===== src/rtl/csm_mp_lockmem_pkg.sv =====
// Shared types and default sizing for the multi-port lockable CSM memory.
package csm_mp_lockmem_pkg;

    typedef enum logic [1:0] {
        OP_READ    = 2'd0,
        OP_WRITE   = 2'd1,
        OP_HOLD    = 2'd2,
        OP_RELEASE = 2'd3
    } csm_op_e;

    typedef enum logic [1:0] {
        ERR_NONE      = 2'd0,
        ERR_HELD      = 2'd1,
        ERR_NOT_OWNER = 2'd2,
        ERR_CONFLICT  = 2'd3
    } csm_err_e;

    localparam int DEF_NUM_PORTS    = 2;
    localparam int DEF_ADDR_W       = 3;
    localparam int DEF_DATA_W       = 8;
    localparam int DEF_HOLD_TIMEOUT = 64;

endpackage


===== src/rtl/csm_mp_lockmem_if.sv =====
// Per-port request/response bundle between the port masters and the lockable memory.
interface csm_mp_lockmem_if #(
    parameter int NUM_PORTS = 2,
    parameter int ADDR_W    = 3,
    parameter int DATA_W    = 8
);
    logic [NUM_PORTS-1:0]             req_valid;
    logic [NUM_PORTS-1:0][1:0]        req_op;
    logic [NUM_PORTS-1:0][ADDR_W-1:0] req_addr;
    logic [NUM_PORTS-1:0][DATA_W-1:0] req_wdata;
    logic [NUM_PORTS-1:0]             resp_valid;
    logic [NUM_PORTS-1:0][DATA_W-1:0] resp_rdata;
    logic [NUM_PORTS-1:0][1:0]        resp_err;

    modport master (
        output req_valid, req_op, req_addr, req_wdata,
        input  resp_valid, resp_rdata, resp_err
    );

    modport slave (
        input  req_valid, req_op, req_addr, req_wdata,
        output resp_valid, resp_rdata, resp_err
    );
endinterface


===== src/rtl/csm_mp_lockmem_rr_arbiter.sv =====
// Round-robin pick of one requester, searching upward from ptr and wrapping.
module csm_mp_lockmem_rr_arbiter #(
    parameter int NUM_PORTS = 2,
    parameter int PTR_W     = $clog2(NUM_PORTS)
) (
    input  logic [NUM_PORTS-1:0] req,
    input  logic [PTR_W-1:0]     ptr,
    output logic [NUM_PORTS-1:0] gnt
);
    localparam logic [NUM_PORTS-1:0] ONE = NUM_PORTS'(1);

    logic [NUM_PORTS-1:0] mask;
    logic [NUM_PORTS-1:0] masked;

    // Requests at or above ptr take priority; otherwise wrap to the lowest request.
    assign mask   = ~((ONE << ptr) - ONE);
    assign masked = req & mask;
    assign gnt    = (|masked) ? (masked & (~masked + ONE)) : (req & (~req + ONE));

endmodule


===== src/rtl/csm_mp_lockmem.sv =====
// Shared register-file memory with per-location hold/ownership, round-robin conflict
// resolution among NUM_PORTS channels and hold auto-release after HOLD_TIMEOUT cycles.
module csm_mp_lockmem
    import csm_mp_lockmem_pkg::*;
#(
    parameter int NUM_PORTS    = DEF_NUM_PORTS,
    parameter int ADDR_W       = DEF_ADDR_W,
    parameter int DATA_W       = DEF_DATA_W,
    parameter int HOLD_TIMEOUT = DEF_HOLD_TIMEOUT
) (
    input  logic                    clk,
    input  logic                    reset_n,
    csm_mp_lockmem_if.slave         bus,
    output logic [(2**ADDR_W)-1:0]  hold_vec,
    output logic                    timeout_pulse
);
    localparam int DEPTH = 2**ADDR_W;
    localparam int PTR_W = $clog2(NUM_PORTS);
    localparam int CNT_W = (HOLD_TIMEOUT > 0) ? $clog2(HOLD_TIMEOUT + 1) : 1;
    localparam logic [CNT_W-1:0] CNT_MAX = '1;
    localparam logic [CNT_W-1:0] CNT_EXP = CNT_W'(HOLD_TIMEOUT - 1);

    logic [DEPTH-1:0][DATA_W-1:0]     mem_q, mem_d;
    logic [DEPTH-1:0]                 held_q, held_d;
    logic [DEPTH-1:0][PTR_W-1:0]      owner_q, owner_d;
    logic [DEPTH-1:0][CNT_W-1:0]      cnt_q, cnt_d;
    logic [PTR_W-1:0]                 rr_ptr_q, rr_ptr_d;
    logic                             tpulse_q, tpulse_d;
    logic [NUM_PORTS-1:0]             resp_valid_q, resp_valid_d;
    logic [NUM_PORTS-1:0][DATA_W-1:0] resp_rdata_q, resp_rdata_d;
    logic [NUM_PORTS-1:0][1:0]        resp_err_q, resp_err_d;

    logic [NUM_PORTS-1:0][1:0]        chk_err;
    logic [NUM_PORTS-1:0]             pass_wr;
    logic [NUM_PORTS-1:0]             win;
    logic [DEPTH-1:0][NUM_PORTS-1:0]  cand;
    logic [DEPTH-1:0][NUM_PORTS-1:0]  gnt;
    logic [DEPTH-1:0]                 conflict;
    logic [DEPTH-1:0]                 touched;

    // Lock check against start-of-cycle state. A RELEASE by anyone but the
    // current owner reports NOT_OWNER rather than HELD.
    always_comb begin
        chk_err = '0;
        pass_wr = '0;
        for (int p = 0; p < NUM_PORTS; p++) begin
            if (bus.req_valid[p]) begin
                if (bus.req_op[p] == OP_RELEASE &&
                    !(held_q[bus.req_addr[p]] && owner_q[bus.req_addr[p]] == PTR_W'(p)))
                    chk_err[p] = ERR_NOT_OWNER;
                else if (held_q[bus.req_addr[p]] && owner_q[bus.req_addr[p]] != PTR_W'(p))
                    chk_err[p] = ERR_HELD;
                else if (bus.req_op[p] != OP_READ)
                    pass_wr[p] = 1'b1;
            end
        end
    end

    for (genvar a = 0; a < DEPTH; a++) begin : g_addr
        for (genvar p = 0; p < NUM_PORTS; p++) begin : g_port
            assign cand[a][p] = pass_wr[p] && (bus.req_addr[p] == ADDR_W'(a));
        end

        csm_mp_lockmem_rr_arbiter #(
            .NUM_PORTS (NUM_PORTS),
            .PTR_W     (PTR_W)
        ) u_arb (
            .req (cand[a]),
            .ptr (rr_ptr_q),
            .gnt (gnt[a])
        );

        assign conflict[a] = ($countones(cand[a]) > 1);
    end

    always_comb begin
        mem_d        = mem_q;
        held_d       = held_q;
        owner_d      = owner_q;
        cnt_d        = cnt_q;
        rr_ptr_d     = rr_ptr_q;
        tpulse_d     = 1'b0;
        touched      = '0;
        win          = '0;
        resp_valid_d = bus.req_valid;
        resp_rdata_d = '0;
        resp_err_d   = '0;

        for (int p = 0; p < NUM_PORTS; p++) begin
            win[p] = pass_wr[p] && gnt[bus.req_addr[p]][p];
            if (bus.req_valid[p]) begin
                resp_err_d[p] = chk_err[p];
                if (pass_wr[p] && !win[p])
                    resp_err_d[p] = ERR_CONFLICT;
                if (chk_err[p] == ERR_NONE && bus.req_op[p] == OP_READ) begin
                    resp_rdata_d[p]            = mem_q[bus.req_addr[p]];
                    touched[bus.req_addr[p]]   = 1'b1;
                end
                if (win[p]) begin
                    touched[bus.req_addr[p]] = 1'b1;
                    case (bus.req_op[p])
                        OP_WRITE: mem_d[bus.req_addr[p]] = bus.req_wdata[p];
                        OP_HOLD: begin
                            held_d[bus.req_addr[p]]  = 1'b1;
                            owner_d[bus.req_addr[p]] = PTR_W'(p);
                        end
                        OP_RELEASE: held_d[bus.req_addr[p]] = 1'b0;
                        default: ;
                    endcase
                end
            end
        end

        // With several conflicting addresses, the lowest one steers the pointer.
        for (int a = DEPTH - 1; a >= 0; a--) begin
            if (conflict[a]) begin
                for (int p = 0; p < NUM_PORTS; p++) begin
                    if (gnt[a][p])
                        rr_ptr_d = (p == NUM_PORTS - 1) ? '0 : PTR_W'(p + 1);
                end
            end
        end

        // An owner access in the expiry cycle keeps the hold alive.
        for (int a = 0; a < DEPTH; a++) begin
            if (!held_q[a] || touched[a]) begin
                cnt_d[a] = '0;
            end else if (HOLD_TIMEOUT > 0) begin
                if (cnt_q[a] == CNT_EXP) begin
                    held_d[a] = 1'b0;
                    cnt_d[a]  = '0;
                    tpulse_d  = 1'b1;
                end else if (cnt_q[a] != CNT_MAX) begin
                    cnt_d[a] = cnt_q[a] + CNT_W'(1);
                end
            end
        end
    end

    always_ff @(posedge clk or negedge reset_n) begin
        if (!reset_n) begin
            mem_q        <= '0;
            held_q       <= '0;
            owner_q      <= '0;
            cnt_q        <= '0;
            rr_ptr_q     <= '0;
            tpulse_q     <= 1'b0;
            resp_valid_q <= '0;
            resp_rdata_q <= '0;
            resp_err_q   <= '0;
        end else begin
            mem_q        <= mem_d;
            held_q       <= held_d;
            owner_q      <= owner_d;
            cnt_q        <= cnt_d;
            rr_ptr_q     <= rr_ptr_d;
            tpulse_q     <= tpulse_d;
            resp_valid_q <= resp_valid_d;
            resp_rdata_q <= resp_rdata_d;
            resp_err_q   <= resp_err_d;
        end
    end

    assign bus.resp_valid = resp_valid_q;
    assign bus.resp_rdata = resp_rdata_q;
    assign bus.resp_err   = resp_err_q;
    assign hold_vec       = held_q;
    assign timeout_pulse  = tpulse_q;

endmodule


===== src/flat_wrapper.sv =====
// flat-port wrapper written by rule: the top's interface ports become plain ports
module csm_mp_lockmem_flat import csm_mp_lockmem_pkg::*;
#(
    parameter int NUM_PORTS    = DEF_NUM_PORTS,
    parameter int ADDR_W       = DEF_ADDR_W,
    parameter int DATA_W       = DEF_DATA_W,
    parameter int HOLD_TIMEOUT = DEF_HOLD_TIMEOUT
)
  (clk, reset_n, hold_vec, timeout_pulse, bus_req_valid, bus_req_op, bus_req_addr, bus_req_wdata, bus_resp_valid, bus_resp_rdata, bus_resp_err);
  csm_mp_lockmem_if #(.NUM_PORTS(NUM_PORTS), .ADDR_W(ADDR_W), .DATA_W(DATA_W)) bus_i ();
  input  logic clk;
  input  logic reset_n;
  output logic [(2**ADDR_W)-1:0] hold_vec;
  output logic timeout_pulse;
  input wire logic [$bits(bus_i.req_valid)-1:0] bus_req_valid;
  input wire logic [$bits(bus_i.req_op)-1:0] bus_req_op;
  input wire logic [$bits(bus_i.req_addr)-1:0] bus_req_addr;
  input wire logic [$bits(bus_i.req_wdata)-1:0] bus_req_wdata;
  output wire logic [$bits(bus_i.resp_valid)-1:0] bus_resp_valid;
  output wire logic [$bits(bus_i.resp_rdata)-1:0] bus_resp_rdata;
  output wire logic [$bits(bus_i.resp_err)-1:0] bus_resp_err;
  assign bus_i.req_valid = bus_req_valid;
  assign bus_i.req_op = bus_req_op;
  assign bus_i.req_addr = bus_req_addr;
  assign bus_i.req_wdata = bus_req_wdata;
  assign bus_resp_valid = bus_i.resp_valid;
  assign bus_resp_rdata = bus_i.resp_rdata;
  assign bus_resp_err = bus_i.resp_err;
  csm_mp_lockmem #(.NUM_PORTS(NUM_PORTS), .ADDR_W(ADDR_W), .DATA_W(DATA_W), .HOLD_TIMEOUT(HOLD_TIMEOUT)) u_core (.clk(clk), .reset_n(reset_n), .bus(bus_i), .hold_vec(hold_vec), .timeout_pulse(timeout_pulse));
endmodule

===== config.mk =====
export PLATFORM = sky130hd
export DESIGN_NAME = csm_mp_lockmem_flat
export DESIGN_NICKNAME = d
export VERILOG_FILES = /design/src/rtl/csm_mp_lockmem_pkg.sv /design/src/rtl/csm_mp_lockmem_if.sv /design/src/rtl/csm_mp_lockmem_rr_arbiter.sv /design/src/rtl/csm_mp_lockmem.sv /design/src/flat_wrapper.sv
export SDC_FILE = /design/constraint.sdc
export NUM_CORES = 1
export LEC_CHECK = 0
export ABC_CLOCK_PERIOD_IN_PS = 10400
export CAP_MARGIN = 20
export CORE_ASPECT_RATIO = 1.4
export CORE_MARGIN = 1.5
export CORE_UTILIZATION = 65
export CTS_BUF_LIST = sky130_fd_sc_hd__clkbuf_2 sky130_fd_sc_hd__clkbuf_4 sky130_fd_sc_hd__clkbuf_8
export CTS_CLUSTER_SIZE = 40
export DETAILED_ROUTE_END_ITERATION = 10
export HOLD_SLACK_MARGIN = 0.05
export PLACE_DENSITY = 0.95
export SYNTH_ARGS = -nofsm -noshare
export SYNTH_HDL_FRONTEND = slang
export SYNTH_HIERARCHICAL = 1
export SYNTH_SLANG_ARGS = --single-unit

===== constraint.sdc =====
create_clock -name clk -period 10.4 [get_ports clk]
set_input_delay 2.6 -clock clk [delete_from_list [all_inputs] [get_ports clk]]
set_output_delay 2.6 -clock clk [all_outputs]
set_load 0.1 [all_outputs]

==> results.md <==
- Cts repair resizes: 0
- CTS Sinks: 160
- Max IR drop VDD: roughly 0.10 mV
- Synth Net Count: roughly 1000
- Buf/Inv on CP: 2
- DR WL/cell: 22.49 µm
- Clock latency at the later pin of the worst-skew pair: 0.45 ns
- Async set-or-reset flop fraction in the synthesized netlist: 1.000
- Worst relative slew slack: 0.1862
- Crit path kind: input port to flop
- Clock skew: approximately 0.0090 ns
- DIE AREA: 15850 µm²
- CP Max Fanout: 21
- Synth Register Bits: 160
- Lkg Pwr: 4.714 nW
- Top_reg_cell synth: dfrtp_1
- Via count: 8435
- Dpl hpwl: 19040 µm
- Hold Vio Cnt, Final: 0
- Total Power: 1.406 mW
- Crit path time final: 8.101 ns
- Total track usage: 0.3605
- Global-route wire length before repair: 43340 µm
- Initial Util: 0.6730
- Mapped Area: 9808 µm²
- Top-count cell post-synth: dfrtp_1
- Synth Area in Compound Gates: 0.1513
- XOR/XNOR Fraction of Synth Area: 0.01429
- Routing usage on met3: 0.08151
- Post-synthesis adder-cell area fraction: 0.01021
- Post CTS Setup Buffer Count: 0
- Period utilization: 0.7789
- Largest cells by area after synthesis: dfrtp_1 (41%), mux2i_1 (11%), mux4_2 (8.7%), nor2_1 (5.7%), a21oi_1 (4.6%)
- Worst Hold Class: flop to flop
- Worst-Margin Slew: 1.216 ns
- Synth Warn #: 6
- Hold-fix buffers, CTS: 0
- Proportion of layout cells with a drive suffix above 1: 0.1104
- Area Overhead vs Synth: 10.70%
- Core ar.: 14570 µm²
- CP peak stage delay: 1.16 ns
- Root Buffer: clkbuf_8
- Die W: about 110 µm
- Slew Limit Fails: 0
- Largest delay share family, worst path: compound AO/OA/AOI/OAI gates
- N_diodes: 0
- Critical Path End Type: flop
- Final wirelength: 27680 µm
- Synthesized instance count: 1003
- Max Clk Rate: 123.4 MHz
- Placed instance count: 1199
- FP Rows: 52
- Chip Height: 148.3 µm
- Startpoint Class: input port
- Critical path arrival: 8.42 ns
- Clock transition at path regs: 0.09 ns
- Yosys cell types: between 70 and 80
- Num CTS Buffers: 17
- Synth Area in Simple Gates: 0.1801
- Filler cells: 1021
- Met2 usage: 0.6067
- Outcome: completed
- Drt pass-1 iters: 6
- Max-Cap Viols: 0
- Commonest cells in the netlist: dfrtp_1 (160), nor2_1 (150), mux2i_1 (105)
- Placer congestion estimate: 1.068
- Mean area per synthesized cell: around 10 µm²
- CP Data Required Time: 10.72 ns
- Initial drt markers: 780
- Grt total ovfl: 0
- Top-area cell type share of the netlist area: 0.4082
- CTS tree: done
- CTS H-tree depth: 4
- Pwr Density: 129.5 nW/µm²
- M1 GR Usage: 0.3959
- Vias in the first global route: 8504
- Port bufs: 60
- Final setup violation count: 0
- CP Cell Sequence: clkdlybuf4s50_1 -> buf_4 -> nand2b_1 -> o221ai_1 -> o32ai_4 -> nand3b_1 -> nor2_1 -> a21boi_1 -> mux4_2 -> mux2i_1 -> a2bb2oi_1 -> a41oi_1 -> o31ai_1 -> nor3_1 -> o21bai_1 -> or4_1
- Worst path slowest cell: clkdlybuf4s50_1
- Routed Antenna Nets: 0
- GRT busiest layer: met2
- Final TNS setup: 0 ns
- Pin count of the biggest net entering global routing: 86
- RSZ-0062 raised after global routing: false
- Routed vias/inst: 6.852
- IO Pins: 61
- Mux cell area share after synthesis: 0.1979
- Remaining DRCs: 0
- Post-synth EDFFs: 0
- Clock Tree Buf Depth: 2
- Layout Cells excl Fill: 1231
- Initial antenna violation count: 0
- Number of nets in the layout: roughly 1100
- Synth area leader: dfrtp_1
- Sequential area share after synthesis: 0.4082
- Main combinational cell family by area after synthesis: multiplexers
stage by stage:
stage | hold slack (ns) | area [µm²] | util | setup WS (ns)
detailed placement | 0.5040 | 10430 | 0.7153 | 2.036
finish | 0.5273 | 10860 | 0.7450 | 2.299
global route | 0.5438 | 10860 | 0.7450 | 1.951
global placement | 0.4849 | 10430 | 0.7153 | 2.174
floorplan | 0.4661 | 9808 | - | 3.764
CTS | 0.5252 | 10860 | 0.7450 | 2.479
sequential cells by signal, summed over array words and instances (netlist names):
name                   cells
u_core/bus.resp_err        4
u_core/bus.resp_rdata     16
u_core/bus.resp_valid      2
u_core/cnt_q              56
u_core/hold_vec            8
u_core/mem_q              64
u_core/owner_q             8
u_core/rr_ptr_q            1
u_core/timeout_pulse       1
final cells by class:
class / instances / area [µm²] / area share
inverter: 25 / 93.84 / 0.008643
clock buffer: 21 / 276.5 / 0.02547
tap: 189 / 236.5 / 0.02178
sequential: 160 / 4004 / 0.3687
timing repair buffer: 69 / 659.4 / 0.06073
multi-input combinational: 756 / 5431 / 0.5002
clock inverter: 11 / 156.4 / 0.01440
cells by family after synthesis:
logic type               after synthesis
AND/OR/NAND/NOR                      369
XOR/XNOR                              16
flip-flops                           160
buffers and inverters                 87
adder cells (fa/ha/maj)                8
AO/OA/AOI/OAI                        217
multiplexers                         146
power breakdown:
group | switching (mW) | internal [mW] | total [mW] | leakage, nW
clock | 0.247 | 0.258 | 0.505 | 0.210
combinational | 0.150 | 0.0825 | 0.233 | 2.30
sequential | 0.0235 | 0.645 | 0.669 | 2.21
total | 0.420 | 0.986 | 1.41 | 4.71
layer usage:
metal | vias to the layer above | wire, µm
met5 | - | 0
met4 | 0 | 2223
met3 | 151 | 2240
met2 | 498 | 13690
met1 | 4085 | 9526
li1 | 3701 | -
cells in the final DEF (no fill, tap or decap), types with 7 or more instances in the layout:
cell type        Yosys  layout
ha_1                 8       8
clkbuf_8             0      19
nor2_1             150     150
and3_1              21      21
nand2b_1             8       8
a22o_1               7       7
buf_4                3       9
a21boi_1             8       8
mux4_2              38      38
a21boi_0            14      14
and2_1              12      12
a21oi_1             91      91
a211oi_1            13      13
a22oi_1              7       7
dfrtp_1            160     160
nand2_1             74      74
clkdlybuf4s50_1      0      57
xnor2_1             12      12
a31oi_1              8       8
inv_1               25      25
mux2i_1            105     105
nand3_1             45      45
nor3_1              12      12
o21ai_0             12      12
worst paths after layout:
path                       slack (ns)                        endpoint  cells past startpoint                    startpoint
min reg2reg                      0.53    u_core/cnt_q[28]$_DFFE_PN0P_                      1  u_core/cnt_q[28]$_DFFE_PN0P_
max reg2reg                      5.11      u_core/mem_q[48]$_DFF_PN0_                     12  u_core/hold_vec[6]$_DFF_PN0_
max                              2.30  u_core/timeout_pulse$_DFF_PN0_                     16               bus_req_addr[4]
min                              0.53    u_core/cnt_q[28]$_DFFE_PN0P_                      1  u_core/cnt_q[28]$_DFFE_PN0P_
max in group asynchronous        6.75       u_core/mem_q[9]$_DFF_PN0_                      2                       reset_n
min in group asynchronous        2.17    u_core/cnt_q[14]$_DFFE_PN0P_                      1                       reset_n
(Power assumes the default switching activity.)
